===== src/rtl/gate_lane_arbiter.sv =====
// Shares one barrier actuator between the entry and exit lanes: arbitrates the lanes,
// sequences open / wait-for-pass / close, and tracks lot occupancy.
module gate_lane_arbiter #(
   parameter int CAPACITY     = 16,
   parameter int CNT_W        = 5,
   parameter int OPEN_CYCLES  = 8,
   parameter int PASS_TIMEOUT = 64,
   parameter int TO_W         = 7
) (
   input  logic             clk,
   input  logic             rst,
   input  logic             entry_req,
   input  logic             exit_req,
   input  logic             entry_clear,
   input  logic             exit_clear,
   output logic             entry_grant,
   output logic             exit_grant,
   output logic             gate_open_cmd,
   output logic             gate_close_cmd,
   output logic             busy,
   output logic [CNT_W-1:0] occupancy,
   output logic             full,
   output logic             empty,
   output logic             timeout_alarm
);

   // One phase counter serves both actuator travel and the pass timeout.
   localparam int PH_W = (TO_W > $clog2(OPEN_CYCLES + 1)) ? TO_W : $clog2(OPEN_CYCLES + 1);
   localparam logic [PH_W-1:0]  OPEN_LAST = PH_W'(OPEN_CYCLES - 1);
   localparam logic [PH_W-1:0]  PASS_LAST = PH_W'(PASS_TIMEOUT - 1);
   localparam logic [CNT_W-1:0] CAP_V     = CNT_W'(CAPACITY);
   localparam logic             LANE_ENTRY = 1'b0;
   localparam logic             LANE_EXIT  = 1'b1;

   typedef enum logic [1:0] {
      IDLE      = 2'd0,
      OPENING   = 2'd1,
      WAIT_PASS = 2'd2,
      CLOSING   = 2'd3
   } state_t;

   state_t            state_r, state_s;
   logic              lane_r, lane_s;
   logic              last_r, last_s;
   logic [PH_W-1:0]   cnt_r, cnt_s;
   logic [CNT_W-1:0]  occ_s;
   logic              alarm_s;
   logic              entry_elig_s, exit_elig_s, sel_s, clear_s;

   assign full  = (occupancy == CAP_V);
   assign empty = (occupancy == {CNT_W{1'b0}});

   // Next-state, lane selection, occupancy update and timeout detection.
   always_comb begin
      state_s      = state_r;
      lane_s       = lane_r;
      last_s       = last_r;
      cnt_s        = cnt_r;
      occ_s        = occupancy;
      alarm_s      = 1'b0;
      entry_elig_s = entry_req & ~full;
      exit_elig_s  = exit_req & ~empty;
      // Round-robin only matters when both lanes are eligible.
      sel_s        = (entry_elig_s & exit_elig_s) ? ~last_r : exit_elig_s;
      clear_s      = (lane_r == LANE_EXIT) ? exit_clear : entry_clear;
      case (state_r)
         IDLE: begin
            cnt_s = {PH_W{1'b0}};
            if (entry_elig_s | exit_elig_s) begin
               state_s = OPENING;
               lane_s  = sel_s;
               last_s  = sel_s;
            end else begin
               state_s = IDLE;
            end
         end
         OPENING: begin
            if (cnt_r == OPEN_LAST) begin
               state_s = WAIT_PASS;
               cnt_s   = {PH_W{1'b0}};
            end else begin
               cnt_s = cnt_r + PH_W'(1);
            end
         end
         WAIT_PASS: begin
            if (clear_s) begin
               state_s = CLOSING;
               cnt_s   = {PH_W{1'b0}};
               if (lane_r == LANE_ENTRY) begin
                  if (occupancy != CAP_V) begin
                     occ_s = occupancy + CNT_W'(1);
                  end else begin
                     occ_s = occupancy;
                  end
               end else begin
                  if (occupancy != {CNT_W{1'b0}}) begin
                     occ_s = occupancy - CNT_W'(1);
                  end else begin
                     occ_s = occupancy;
                  end
               end
            end else if (cnt_r == PASS_LAST) begin
               state_s = CLOSING;
               cnt_s   = {PH_W{1'b0}};
               alarm_s = 1'b1;
            end else begin
               cnt_s = cnt_r + PH_W'(1);
            end
         end
         CLOSING: begin
            if (cnt_r == OPEN_LAST) begin
               state_s = IDLE;
               cnt_s   = {PH_W{1'b0}};
            end else begin
               cnt_s = cnt_r + PH_W'(1);
            end
         end
         default: begin
            state_s = IDLE;
            cnt_s   = {PH_W{1'b0}};
         end
      endcase
   end

   // State, occupancy and registered outputs decoded from the next state.
   always_ff @(posedge clk) begin
      if (rst) begin
         state_r        <= IDLE;
         lane_r         <= LANE_ENTRY;
         last_r         <= LANE_EXIT;
         cnt_r          <= {PH_W{1'b0}};
         occupancy      <= {CNT_W{1'b0}};
         entry_grant    <= 1'b0;
         exit_grant     <= 1'b0;
         gate_open_cmd  <= 1'b0;
         gate_close_cmd <= 1'b0;
         busy           <= 1'b0;
         timeout_alarm  <= 1'b0;
      end else begin
         state_r        <= state_s;
         lane_r         <= lane_s;
         last_r         <= last_s;
         cnt_r          <= cnt_s;
         occupancy      <= occ_s;
         entry_grant    <= (state_s != IDLE) && (lane_s == LANE_ENTRY);
         exit_grant     <= (state_s != IDLE) && (lane_s == LANE_EXIT);
         gate_open_cmd  <= (state_s == OPENING);
         gate_close_cmd <= (state_s == CLOSING);
         busy           <= (state_s != IDLE);
         timeout_alarm  <= alarm_s;
      end
   end

endmodule


===== config.mk =====
export PLATFORM = sky130hd
export DESIGN_NAME = gate_lane_arbiter
export DESIGN_NICKNAME = d
export VERILOG_FILES = /design/src/rtl/gate_lane_arbiter.sv
export SDC_FILE = /design/constraint.sdc
export NUM_CORES = 1
export LEC_CHECK = 0
export CORE_MARGIN = 8
export CORE_UTILIZATION = 55
export DETAILED_ROUTE_END_ITERATION = 12
export PLACE_DENSITY_LB_ADDON = 0.08
export SLEW_MARGIN = 20
export SYNTH_ARGS = -nofsm -noshare
export SYNTH_HDL_FRONTEND = slang
export SYNTH_SLANG_ARGS = --single-unit

===== constraint.sdc =====
create_clock -name clk -period 4.53 [get_ports clk]
set_input_delay 0.453 -clock clk [delete_from_list [all_inputs] [get_ports clk]]
set_output_delay 0.453 -clock clk [all_outputs]
set_load 0.01 [all_outputs]

==> impl_metrics.toml, run 1 <==
[status]
status = "finished clean"

[floorplanning]
core_um2 = 1960
ioPinCount = 19
die_y_um = 61.8
die_area_um2 = 3810
die_x_um = 61.8
start_util_pct = 58.7
num_rows = 16

[global_routing]
grt_pass1_vias = 868
grt_antenna_before_repair = 0
overflow = 0
grt_pass1_wl_um = 3910
grt_start_max_net_pins = 22
grt.total_usage_pct = 13.3

[pwr]
p_sw_mw = 0.115
pwr-share-comb_pct = 19.0
power.share.clock_pct = 32.7
p_sw_share_pct = 25.2
powerDensity_nw_per_um2 = 328
p_int_mw = 0.341
p_leak_nw = 0.501
peakVddDrop_mv = 0.220
pwr-share-seq_pct = 48.3

[setup_path]
cp-end-kind = "output port"
critPathLaunchType = "flop"
crit_chain = "or4_4, nor2_1, clkdlybuf4s50_1"
r2r_start = "lane_r"
crit_path_end = "empty"
critical_path_class = "reg2out"
r2r-end = "occupancy[4]"
slowest_delay_ns = 0.60
r2r_cells = 6
cp_slowest_cell = "or4_4"
ff2ff_setup_slack_ns = 2.51
startpoint = "occupancy[0]"
required_ns = 4.08
path_max_fanout = 6
worstPathArrival_ns = 1.98

[place]
hpwl_um = 1680
gp_congestion = 0.802
portBuffers = 18

[timing]
fmax_ghz = 0.412
drv_slew = 0
period_share_pct = 53.6
finalSetupViolCount = 0
fin_worst_skew_ns = 0.00192
fin_crit_ns = 2.43
tightest_slew_ns = 0.659
finalSetupTns_ns = 0
rsz0062_at_grt = "false"
relSlewSlack_pct = 55.9
hold_ws_ns = 0.462
hold_violations = 0

[synthesis]
synth_area_leaders = "dfxtp_1 38%, nor2_1 7.2%, ha_1 4.3%, xnor2_1 3.8%, xor2_1 3.0%"
synth_area_um2 = 1150
synth_edf_count = 0
synth_cell_types = 48
synth-simple-area-share_pct = 22.6
synth.mux.area_fraction_pct = 2.07
synth_top_area_share_pct = 38.3
yosys_warnings = 0
yosysTopAreaCell = "dfxtp_1"
ys_ff_latch = 22
synthAdderAreaFrac_pct = 6.09
ys_async_sr_fraction_pct = 0
seq_area_frac_synth_pct = 38.3
synthCells = 127
postSynthAreaPerCell_um2 = 9.06
syn-num-nets = 138
synthXorXnorAreaFrac_pct = 6.85
synth-compound-area-share_pct = 19.5
synth_top_family_by_area = "simple AND/OR/NAND/NOR gates"
synth_ff_type = "dfxtp_1"

[clocking]
clock_path_buffers = 2
hold_buffers = 0
clkTransAtPathRegs_ns = 0.12
ctsResizeCount = 0
cts_buffers = 3
insertion_delay_ns = 0.30
tritoncts = "done"
clockRootBuffer = "clkbuf_4"
htree_levels = 1
post_cts.repair.setup_buffers = 0
clock_sinks = 22

[job]
max-cap-violations = 0

[detailed_routing]
wl_um = 2250
dr.pass1.iters = 4
drc = 0
wl_per_cell_um = 13.2
num_vias = 932
vias_per_cell = 5.48
drtIter0Drc = 17
ant_nets = 0

[cells_and_area]
antennaDiodeCount = 0
drive_gt1_share_pct = 9.79
reg_top3 = "cnt_r (7), occupancy (5), state_r (2)"
final_net_count = 155
largest-register = "cnt_r"
largest_register_ffs = 7
syn2layout_area_growth_pct = 20.8
nFillCells = 172

[hold_path]
min_path_type = "reg2reg"
-- metrics by stage --
step                cells  power, mW  setup WS [ns]  cell area [um^2]  utilization, %
floorplan             127      0.279           2.67              1150               -
global placement      166      0.309           2.46              1340            68.2
detailed placement    166      0.311           2.42              1340            68.2
CTS                   170      0.460           2.07              1390            70.9
global route          170      0.480           2.02              1390            70.9
finish                170      0.456           2.10              1390            70.9
-- cells by family after synthesis --
| logic type | Yosys count |
|---|---|
| AO/OA/AOI/OAI | 26 |
| XOR/XNOR | 9 |
| adder cells (fa/ha/maj) | 5 |
| buffers and inverters | 13 |
| flip-flops | 22 |
| multiplexers | 2 |
| AND/OR/NAND/NOR | 50 |
-- cell usage in the layout (no fill, tap or decap), drive strengths merged, types with 3 or more instances in the layout --
| master | instances |
|---|---|
| nor2 | 22 |
| dfxtp | 22 |
| clkdlybuf4s50 | 18 |
| inv | 7 |
| nand2 | 6 |
| nor3 | 5 |
| xnor2 | 5 |
| xor2 | 4 |
| a21oi | 4 |
| ha | 4 |
| nand3 | 3 |
| or3 | 3 |
| clkbuf | 3 |
-- critical path: cells and delay by family (launching register included) --
kind          cells  cell delay (ns)
flops             1             0.42
buf+inv           1             0.55
simple gates      2             0.71
-- how the worst min path moves through the flow --
stage	start	end	depth (start not counted)
global placement	cnt_r[0]	cnt_r[0]	1
floorplan	cnt_r[0]	cnt_r[0]	1
detailed placement	cnt_r[0]	cnt_r[0]	1
finish	cnt_r[0]	cnt_r[0]	1
global route	cnt_r[0]	cnt_r[0]	1
CTS	cnt_r[0]	cnt_r[0]	1
-- power by group through the flow --
stage	combinational, mW	clock [mW]	sequential [mW]
2_1_floorplan	0.0605	0	0.218
3_3_place_gp	0.0849	0	0.224
3_5_place_dp	0.0869	0	0.224
4_1_cts	0.0876	0.153	0.220
5_1_grt	0.0950	0.162	0.223
6_report	0.0866	0.149	0.220
-- final cells by class --
| class | instances | area, um^2 | share of cell area (%) |
|---|---|---|---|
| multi-input cells | 92 | 657 | 47.3 |
| flip-flops and latches | 22 | 440 | 31.7 |
| inverters | 7 | 26.3 | 1.89 |
| clock inverters | 1 | 30.0 | 2.16 |
| clock buffers | 3 | 22.5 | 1.62 |
| well taps | 27 | 33.8 | 2.43 |
| repair buffers | 18 | 180 | 13.0 |
-- routing by layer --
metal  part of all wire [%]  global-route usage [%]  vias to the layer above
met3                    6.2                    3.50                        2
met5                      0                       0                        -
met2                     44                    21.4                       25
met1                     50                    17.3                      428
met4                   0.53                    2.92                        0
li1                       -                       -                      477
-- cell usage after synthesis, drive strengths merged, types with 3 or more instances --
library cell	instances
a21oi	4
buf	3
nor3	5
dfxtp	22
xor2	4
nor2	22
clkbuf	3
inv	7
ha	4
nand3	3
xnor2	5
or3	3
nand2	6
No activity file was read; power rests on OpenSTA's default activity.
==> inputs of run 2 (changes only) <==
--- a/config.mk
+++ b/config.mk
@@ -6,7 +6,7 @@
 export NUM_CORES = 1
 export LEC_CHECK = 0
 export CORE_MARGIN = 8
-export CORE_UTILIZATION = 55
+export CORE_UTILIZATION = 51
 export DETAILED_ROUTE_END_ITERATION = 12
 export PLACE_DENSITY_LB_ADDON = 0.08
 export SLEW_MARGIN = 20
==> constraint.sdc (replaced) <==
create_clock -name clk -period 2.55 [get_ports clk]
set_input_delay 0.255 -clock clk [delete_from_list [all_inputs] [get_ports clk]]
set_output_delay 0.255 -clock clk [all_outputs]
set_load 0.01 [all_outputs]
==> run 2 against run 1 <==
Against the previous run: core utilization fell by 7.8 points; flip-flop and latch count stayed put; setup slack lost 1.8 ns.
==> impl_metrics.toml, run 2 (synthesis results as in run 1) <==
[detailed_routing]
vias_per_cell = 5.44
dr.pass1.iters = 4
num_vias = 931
drc = 0
ant_nets = 0
wl_per_cell_um = 13.4
wl_um = 2300
drtIter0Drc = 24

[timing]
fin_worst_skew_ns = 0.00552
drv_slew = 0
period_share_pct = 86.7
tightest_slew_ns = 0.461
relSlewSlack_pct = 68.5
fin_crit_ns = 2.21
rsz0062_at_grt = "false"
worst_slack_ns = 0.339
finalSetupViolCount = 0
finalSetupTns_ns = 0
fmax_ghz = 0.452
hold_violations = 0

[clocking]
clock_sinks = 22
tritoncts = "done"
cts_buffers = 3
clockRootBuffer = "clkbuf_4"
insertion_delay_ns = 0.30
clkTransAtPathRegs_ns = 0.12
ctsResizeCount = 0
hold_buffers = 0
clock_path_buffers = 2
htree_levels = 1
post_cts.repair.setup_buffers = 0

[pwr]
powerDensity_nw_per_um2 = 512
peakVddDrop_mv = 0.351
p_leak_nw = 0.492

[cells_and_area]
antennaDiodeCount = 0
multiInputGateArea_um2 = 657
reg_top3 = "cnt_r (7), occupancy (5), state_r (2)"
drive_gt1_share_pct = 9.79
layout_common_cells = "22 x nor2_1, 22 x dfxtp_1, 18 x clkdlybuf4s50_1, 7 x inv_1, 6 x nand2_1"
nFillCells = 202
syn2layout_area_growth_pct = 18.9
regArea_um2 = 440
largest_register_ffs = 7
largest-register = "cnt_r"
final_net_count = 156

[floorplanning]
die_x_um = 63.5
die_y_um = 63.5
start_util_pct = 53.1
num_rows = 17
core_um2 = 2170
die_area_um2 = 4030
ioPinCount = 19

[place]
gp_congestion = 0.796
dp_slack_ns = 0.534
portBuffers = 18
hpwl_um = 1790

[setup_path]
r2r_cells = 6
path_max_fanout = 6
required_ns = 2.30
cp-end-kind = "output port"
worstPathArrival_ns = 1.96
critical_path_class = "reg2out"
critPathLaunchType = "flop"

[global_routing]
grt_antenna_before_repair = 0
grt_pass1_vias = 982
overflow = 0
grt.total_usage_pct = 12.1
grt_pass1_wl_um = 4110
grt_start_max_net_pins = 13

[hold_path]
hold_depth = 1
min_path_type = "reg2reg"

[status]
status = "finished clean"

[job]
max-cap-violations = 0
[run 2: cell types whose count changed in the layout (fill, tap and decap cells not counted), sizes merged]
cell and delta:
buf +1, bufinv -1
[run 2: per-stage QoR]
step | hold slack [ns] | power, mW | utilization (%) | instances | instance area (um^2)
4_1_cts | 0.469 | 0.710 | 63.1 | 171 | 1370
3_5_place_dp | 0.442 | 0.556 | 62.1 | 168 | 1350
2_1_floorplan | 0.418 | 0.495 | - | 127 | 1150
3_3_place_gp | 0.432 | 0.553 | 62.1 | 168 | 1350
6_report | 0.463 | 0.701 | 63.1 | 171 | 1370
5_1_grt | 0.496 | 0.740 | 63.1 | 171 | 1370
[run 2: worst paths after layout]
check                                   from           end  slack (ns)
worst max-delay path            occupancy[0]         empty        0.34
worst min register to register      cnt_r[0]      cnt_r[0]        0.46
worst min-delay path                cnt_r[0]      cnt_r[0]        0.46
worst max register to register        lane_r  occupancy[4]        0.50
[run 2: where the power goes]
part	leakage [nW]	internal, mW	switching, mW
sequential	0.179	0.366	0.0249
combinational	0.299	0.0824	0.0737
clock	0.0138	0.0550	0.0998
[run 2: final cells by class]
| type | instances | share of cell area (%) |
|---|---|---|
| clock buffer | 3 | 1.65 |
| inverter | 7 | 1.92 |
| multi-input combinational | 92 | 48.0 |
| sequential | 22 | 32.2 |
| tap | 28 | 2.56 |
| timing repair buffer | 19 | 13.7 |
[run 2: critical path, cell delays in order, from the launching register on]
cell,delay (ns)
dfxtp_1,0.41
or4_4,0.59
nor2_1,0.11
clkdlybuf4s50_1,0.54
[run 2: routing by layer]
| layer | share of wire [%] | global-route usage, % | vias to the layer above |
|---|---|---|---|
| li1 | - | - | 479 |
| met1 | 44 | 13.0 | 441 |
| met2 | 50 | 20.5 | 9 |
| met3 | 5.3 | 4.95 | 2 |
| met4 | 0.74 | 4.74 | 0 |
| met5 | 0 | 0 | - |
==> inputs of run 3 (changes only) <==
--- a/config.mk
+++ b/config.mk
@@ -5,11 +5,11 @@
 export SDC_FILE = /design/constraint.sdc
 export NUM_CORES = 1
 export LEC_CHECK = 0
+export CORE_ASPECT_RATIO = 1.2
 export CORE_MARGIN = 8
 export CORE_UTILIZATION = 51
 export DETAILED_ROUTE_END_ITERATION = 12
 export PLACE_DENSITY_LB_ADDON = 0.08
-export SLEW_MARGIN = 20
 export SYNTH_ARGS = -nofsm -noshare
 export SYNTH_HDL_FRONTEND = slang
 export SYNTH_SLANG_ARGS = --single-unit
==> run 3 against run 2 <==
Against the previous run: combinational power hardly changed; first-iteration DRC count grew 29%; sequential power about the same; non-clock buffer count unchanged; core utilization rose by 0.35 points; count of clock-buffer cells in the layout stayed put; clock skew is 0.0044 ns lower; final area rose by 2.5%; register-to-register slack improved by 0.05 ns; flip-flop and latch count unchanged; hold slack lost 0.0064 ns.
==> impl_metrics.toml, run 3 (synthesis results as in run 1) <==
[status]
status = "finished clean"

[pwr]
peakVddDrop_mv = 0.466
power.share.clock_pct = 32.8
powerDensity_nw_per_um2 = 579
p_sw_share_pct = 25.3
p_leak_nw = 0.506
p_sw_mw = 0.206
pwr-share-comb_pct = 19.2
p_int_mw = 0.607
pwr-share-seq_pct = 48.1

[setup_path]
startpoint = "occupancy[0]"
cp_slowest_cell = "or4_4"
r2r_start = "lane_r"
critPathTopFamily = "simple AND/OR/NAND/NOR gates"
worstPathArrival_ns = 1.97
critical_path_class = "reg2out"
cp-end-kind = "output port"
required_ns = 2.30
crit_chain = "or4_4, nor2_1, clkdlybuf4s50_1"
path_buf_inv = 1
critPathLaunchType = "flop"
path_max_fanout = 6
slowest_delay_ns = 0.60

[timing]
fmax_ghz = 0.449
worst_slack_ns = 0.322
finalSetupViolCount = 0
tightest_slew_ns = 0.465
rsz0062_at_grt = "false"
relSlewSlack_pct = 68.9
period_share_pct = 87.4
fin_worst_skew_ns = 0.00117
finalSetupTns_ns = 0
fin_crit_ns = 2.23
drv_slew = 0
hold_violations = 0

[detailed_routing]
dr.pass1.iters = 4
wl_um = 2320
drtIter0Drc = 31
drc = 0
wl_per_cell_um = 13.2
num_vias = 943
ant_nets = 0
vias_per_cell = 5.39

[clocking]
htree_levels = 1
clockRootBuffer = "clkbuf_4"
hold_buffers = 0
clock_path_buffers = 2
tritoncts = "done"
clkTransAtPathRegs_ns = 0.12
insertion_delay_ns = 0.30
post_cts.repair.setup_buffers = 0
ctsResizeCount = 0
clock_sinks = 22
cts_buffers = 3

[hold_path]
min_path_type = "reg2reg"
hp-start = "cnt_r[0]"

[cells_and_area]
drive_gt1_share_pct = 10.4
fin_cells = 175
layout_common_cells = "22 x nor2_1, 22 x dfxtp_1, 18 x clkdlybuf4s50_1, 7 x inv_1, 6 x nand2_1"
final_net_count = 156
largest-register = "cnt_r"
syn2layout_area_growth_pct = 21.8
largest_register_ffs = 7
reg_top3 = "cnt_r (7), occupancy (5), state_r (2)"
antennaDiodeCount = 0
nFillCells = 200

[global_routing]
grt.total_usage_pct = 12.8
grt_start_max_net_pins = 14
grt_pass1_vias = 970
grt_antenna_before_repair = 0
overflow = 0
grt_pass1_wl_um = 4110

[floorplanning]
die_area_um2 = 4040
die_y_um = 68.0
num_rows = 19
start_util_pct = 52.1
die_x_um = 59.4
ioPinCount = 19
core_um2 = 2210

[job]
max-cap-violations = 0

[place]
hpwl_um = 1740
dp_cells = 171
portBuffers = 18
gp_congestion = 0.802
dp_slack_ns = 0.551
run 3: cell types whose count changed in the layout (fill, tap and decap cells not counted), sizes merged:
cell,before,now
bufinv,0,1
run 3: cell type report:
cell class	instances	area (um^2)	share of cell area, %
Timing Repair Buffer	19	188	13.4
Clock buffer	3	22.5	1.61
Sequential cell	22	440	31.4
Tap cell	31	38.8	2.77
Inverter	7	26.3	1.87
Multi-Input combinational cell	92	657	46.8
Clock inverter	1	30.0	2.14
run 3: layer usage:
| metal | GRT usage, % | wire length (um) | up-vias |
|---|---|---|---|
| li1 | - | - | 477 |
| met1 | 15.6 | 1110 | 437 |
| met2 | 20.7 | 1030 | 27 |
| met3 | 3.01 | 158 | 2 |
| met4 | 5.99 | 20 | 0 |
| met5 | 0 | 0 | - |
run 3: worst reg2reg max path: stages, from the launching register on:
cell and delay (ns):
dfxtp_1 0.58, inv_1 0.13, fa_1 0.41, nand2b_1 0.18
a21o_1 0.18, a221oi_1 0.27, o311ai_1 0.13
run 3: worst paths after layout:
kind,end,slack [ns],cells past startpoint
max,full,0.32,3
min reg2reg,cnt_r[0],0.46,1
min,cnt_r[0],0.46,1
max reg2reg,occupancy[4],0.55,6
run 3: power by group through the flow:
| stage | registers [mW] | clock network, mW | logic [mW] |
|---|---|---|---|
| after floorplan | 0.387 | 0 | 0.108 |
| after global placement | 0.397 | 0 | 0.155 |
| after detailed placement | 0.398 | 0 | 0.157 |
| after CTS | 0.391 | 0.274 | 0.158 |
| after global routing | 0.395 | 0.287 | 0.172 |
| final | 0.391 | 0.266 | 0.156 |
run 3: metrics by stage:
| stage | area [um^2] | hold slack, ns | utilization (%) | power (mW) |
|---|---|---|---|---|
| 2_1_floorplan | 1150 | 0.418 | - | 0.495 |
| 3_3_place_gp | 1350 | 0.432 | 61.1 | 0.552 |
| 3_5_place_dp | 1350 | 0.442 | 61.1 | 0.555 |
| 4_1_cts | 1400 | 0.464 | 63.4 | 0.822 |
| 5_1_grt | 1400 | 0.486 | 63.4 | 0.853 |
| 6_report | 1400 | 0.457 | 63.4 | 0.813 |
